==> src/rtl/fetch_sequencer.sv <==
// Instruction fetch controller: drives program-memory address, latches the returned
// instruction into ir and offers it to execute over a valid/ready handshake.
module fetch_sequencer #(
   parameter int ADDR_W = 5,
   parameter int INS_W  = 13,
   parameter int CNT_W  = 8
) (
   input  logic              clk,
   input  logic              rst_n,
   input  logic              start,
   input  logic              step,
   input  logic              stop,
   input  logic              restart,
   output logic [ADDR_W-1:0] mem_addr,
   input  logic [INS_W-1:0]  mem_ins,
   output logic [INS_W-1:0]  ir,
   output logic              ir_valid,
   input  logic              ex_ready,
   input  logic              jmp_en,
   input  logic [ADDR_W-1:0] jmp_addr,
   output logic [ADDR_W-1:0] pc,
   output logic              halted,
   output logic              wrap,
   output logic [CNT_W-1:0]  retired
);

   typedef enum logic [1:0] {IDLE, FETCH, ISSUE, HALT} state_t;

   state_t              state, state_n;
   logic [ADDR_W-1:0]   pc_n;
   logic [INS_W-1:0]    ir_n;
   logic                ir_valid_n;
   logic                wrap_n;
   logic [CNT_W-1:0]    retired_n;
   logic                step_flag, step_flag_n;
   logic                stop_pend, stop_pend_n;

   function automatic logic [CNT_W-1:0] sat_inc(input logic [CNT_W-1:0] v);
      return (&v) ? v : v + CNT_W'(1);
   endfunction

   assign mem_addr = pc;

   always_comb begin
      state_n     = state;
      pc_n        = pc;
      ir_n        = ir;
      ir_valid_n  = ir_valid;
      wrap_n      = 1'b0;
      retired_n   = retired;
      step_flag_n = step_flag;
      stop_pend_n = stop_pend;
      case (state)
         IDLE, HALT: begin
            if (restart) pc_n = '0;
            // stop wins even though it has nothing to halt here
            if (!stop) begin
               if (step) begin
                  state_n     = FETCH;
                  step_flag_n = 1'b1;
               end else if (start) begin
                  state_n     = FETCH;
                  step_flag_n = 1'b0;
               end
            end
         end
         FETCH: begin
            ir_n       = mem_ins;
            ir_valid_n = 1'b1;
            pc_n       = pc + ADDR_W'(1);
            wrap_n     = (pc == {ADDR_W{1'b1}});
            if (stop) stop_pend_n = 1'b1;
            state_n    = ISSUE;
         end
         ISSUE: begin
            if (stop) stop_pend_n = 1'b1;
            if (ir_valid && ex_ready) begin
               retired_n  = sat_inc(retired);
               ir_valid_n = 1'b0;
               if (jmp_en) pc_n = jmp_addr;
               // a stop landing on the handshake cycle still halts after this one
               if (step_flag || stop_pend || stop) begin
                  state_n     = HALT;
                  stop_pend_n = 1'b0;
               end else begin
                  state_n = FETCH;
               end
            end
         end
         default: state_n = IDLE;
      endcase
   end

   always_ff @(posedge clk or negedge rst_n) begin
      if (!rst_n) begin
         state     <= IDLE;
         pc        <= '0;
         ir        <= '0;
         ir_valid  <= 1'b0;
         wrap      <= 1'b0;
         retired   <= '0;
         halted    <= 1'b1;
         step_flag <= 1'b0;
         stop_pend <= 1'b0;
      end else begin
         state     <= state_n;
         pc        <= pc_n;
         ir        <= ir_n;
         ir_valid  <= ir_valid_n;
         wrap      <= wrap_n;
         retired   <= retired_n;
         halted    <= (state_n == IDLE) || (state_n == HALT);
         step_flag <= step_flag_n;
         stop_pend <= stop_pend_n;
      end
   end

endmodule

==> config.mk <==
export PLATFORM = sky130hd
export DESIGN_NAME = fetch_sequencer
export DESIGN_NICKNAME = d
export VERILOG_FILES = /design/src/rtl/fetch_sequencer.sv
export SDC_FILE = /design/constraint.sdc
export NUM_CORES = 1
export LEC_CHECK = 0
export ABC_AREA = 1
export CAP_MARGIN = 20
export CORE_MARGIN = 2
export CORE_UTILIZATION = 40
export DETAILED_ROUTE_END_ITERATION = 6
export MAX_ROUTING_LAYER = met4
export PLACE_DENSITY = 0.85
export SLEW_MARGIN = 40
export SYNTH_ARGS = -nofsm -noshare
export SYNTH_HDL_FRONTEND = slang
export SYNTH_SLANG_ARGS = --single-unit
==> constraint.sdc <==
create_clock -name clk -period 1.4 [get_ports clk]
set_clock_uncertainty 0.05 [all_clocks]
set_input_delay 0.28 -clock clk [delete_from_list [all_inputs] [get_ports clk]]
set_output_delay 0.28 -clock clk [all_outputs]
set_load 0.005 [all_outputs]
==> results of run 1 <==
critical path: cells and delay by family (launching register included):
kind / cells / cell delay, ns
AOI/OAI and AO/OA: 1 / 0.12
and+or+nand+nor: 5 / 0.22
DFF: 1 / 0.39
adders and majority gates: 2 / 0.42
buffers and inverters: 1 / 0.14
worst paths after layout:
| path | start | end | slack (ns) | depth (start not counted) |
|---|---|---|---|---|
| setup / recovery | mem_addr[1] | mem_addr[4] | -0.02 | 9 |
| hold / removal | rst_n | mem_addr[1] | 0.31 | 2 |
| setup reg to reg | mem_addr[1] | mem_addr[4] | -0.02 | 9 |
| hold reg to reg | stop_pend | stop_pend | 0.45 | 1 |
| max in group asynchronous | rst_n | halted | 0.74 | 2 |
| min in group clk | stop_pend | stop_pend | 0.45 | 1 |
layout by cell type (no fill, tap or decap), types with 2 or more instances in the layout:
cell / netlist / layout
inv_4: 1 / 3
clkdlybuf4s50_1: 0 / 25
ha_4: 0 / 3
nand3_1: 8 / 8
nand2_2: 2 / 4
o21ai_0: 4 / 3
nand2_1: 63 / 60
o21ai_1: 4 / 5
nor2_2: 1 / 4
dfrtp_1: 32 / 32
buf_6: 0 / 7
buf_4: 6 / 27
clkdlybuf4s15_1: 0 / 8
nor2_4: 2 / 2
mux2_2: 13 / 13
nand2_4: 1 / 2
nand3b_1: 4 / 4
bufinv_16: 0 / 2
inv_1: 15 / 12
dlygate4sd2_1: 0 / 26
nor2_1: 11 / 8
inv_2: 3 / 5
clkbuf_8: 0 / 5
sequential cells by signal, indices dropped and copies added (netlist names):
name	cells
ir	13
wrap	1
state	2
stop_pend	1
halted	1
step_flag	1
mem_addr	5
retired	8
ir_valid	1
what timing repair did:
| item | CTS | global route |
|---|---|---|
| pin swaps | 4 | 7 |
| hold endpoints to repair | 0 | 0 |
| endpoints found under the setup margin | 37 | 30 |
| setup buffers | 20 | 2 |
| cloned | 1 | 0 |
| resized for setup | 45 | 29 |
area by class of cell:
type / count / area share [%]
repair buffers: 94 / 31.0
flip-flops and latches: 33 / 29.9
multi-input cells: 126 / 28.6
inverters: 21 / 3.21
clock buffers: 5 / 2.49
clock inverters: 3 / 2.35
well taps: 50 / 2.26
repair inverters: 1 / 0.226
logic make-up (layout without fill, tap and decap cells):
group / after synthesis / count (layout) / synth area share [%]
AND/OR/NAND/NOR: 94 / 94 / 24.7
flip-flops: 33 / 33 / 49.1
buffers and inverters: 29 / 124 / 8.10
adder cells (fa/ha/maj): 5 / 5 / 3.72
XOR/XNOR: 2 / 2 / 1.04
AO/OA/AOI/OAI: 12 / 12 / 4.61
multiplexers: 13 / 13 / 8.70
power by group:
part	internal [uW]	switching [uW]
registers	1360	216
logic	1740	1420
clock network	707	355
metrics by stage:
stage                     TNS [ns]  setup WS (ns)  cells  hold slack (ns)
after floorplan                  0         0.0221    188          -0.0656
final                      -0.0208        -0.0208    333            0.310
after detailed placement     -1.77         -0.187    303            0.432
after global placement       -1.36         -0.125    303            0.425
after CTS                  -0.0333        -0.0333    332            0.317
after global routing        -0.254         -0.128    333            0.319
metal layers:
metal / vias to the layer above / wire, um / GRT usage [%]
met3: 6 / 323 / 5.84
met4: 0 / 50 / 6.37
met1: 738 / 1750 / 20.1
li1: 776 / - / -
met2: 59 / 2060 / 33.5
met5: - / 0 / -
==> results.toml, run 1 <==
[status]
outcome = "finished, violations left"
violations = "negative setup slack"

[global_routing]
track_usage_pct = 19.0
antenna_found_initial = 0
grt_max_degree = 34
grt_pass1_wl_mm = 6.35
grt_pass1_vias = 1515
grt.overflow.total = 0

[logic_synthesis]
ys_warn_count = 0
synth_edf_count = 0
yosysMostFrequentCell = "nand2_1"
yosys.area.top_type = "dfrtp_1"
synthDistinctLibCells = 28
ys_seq_area_share_pct = 49.1
synthTopCellsByArea = "dfrtp_1 48%, nand2_1 14%, mux2_2 8.7%"
synthTopCellsByCount = "63 x nand2_1, 32 x dfrtp_1, 15 x inv_1"
synthesis.instances = 188
syn_nets = 219
syn_area_mm2 = 0.00168
synth_top_area_share_pct = 47.6
synth-main-ff-cell = "dfrtp_1"
synthArstFlopShare_pct = 100
avgSynthCellArea_um2 = 8.95
ys_seq_elements = 33

[critical_path]
arrival_ns = 1.59
setup.worst_path.start_class = "register"
crit_type = "register to register"
path_max_fanout = 2
crit_chain = "buf_4, ha_4, nand2_4, nor2_2, ha_1, nand2_1, nand2_1, nand2_1, o21ai_1"
required_ns = 1.57
slowest_stage = "dfrtp_1"
end_kind = "register"
slowest_delay_ns = 0.39
crit_top_cell = "nand2_1"

[die]
dieArea_mm2 = 0.00474
core_area_mm2 = 0.00403
io_pins = 60
die_y_um = 68.9
die_w_um = 68.9
rows = 23
initial_utilization_pct = 41.8

[final_layout]
seqCellArea_um2 = 827
synthToLayoutAreaGrowth_pct = 64.5
num-fill-cells = 311
final_util_pct = 68.7
drive_gt1_share_pct = 30.4
multi_input_area_um2 = 791
design_area_mm2 = 0.00277
antenna_cells = 0
nets = 313

[cts]
cts_root_buf = "clkbuf_8"
clockBufferDepth = 2
cts_sinks = 33
cts_tree = "done"
ctsHoldBuffers = 0
numCtsBuffers = 5
clock_latency_ns = 0.29
clk_pin_slew_ns = 0.07
htree_levels = 2

[detailed_routing]
post_drt_wl_per_cell_um = 12.5
dr.pass1.iters = 4
drt_iter0_markers = 108
finalWirelength_mm = 4.18
drcViolationCount = 0
vias = 1579
via_per_inst = 4.74
ant_nets = 0

[pwr]
p_per_area_mw_per_mm2 = 2090
finalPower_uw = 5790
power_leakage_uw = 0.00140
ir_drop_mv = 1.47

[sta]
finalMaxSlewViolations = 0
worst_slack_ns = -0.0208
setup_viol = 1
grt_setup_unrepaired = "yes"
hold_viol_final = 0
tightest_slew_ns = 0.248
min_period_ns = 1.42
fmax_mhz = 704
fin_crit_sh_pct = 101
slew_headroom_pct = 83.4

[run]
drv_cap = 0

[placement]
gp_congestion = 0.746
dp_hpwl_mm = 2.72
postPlaceCellArea_mm2 = 0.00240
io_buffers = 59

[worst_hold_path]
min_path_type = "input pin to asynchronous set/reset pin"
Power figures use the tool's default switching activity.
==> run 2: changes to the inputs <==
Settings changed: CTS_CLUSTER_SIZE set to 14, HOLD_SLACK_MARGIN set to 0.08.
==> results of run 2 <==
The final DEF is identical to that of run 1; final timing and power are the same.
==> run 3: changes to the inputs <==
Settings changed: CTS_CLUSTER_DIAMETER set to 40.
==> results of run 3 <==
The final DEF is identical to that of run 1; final timing and power are the same.
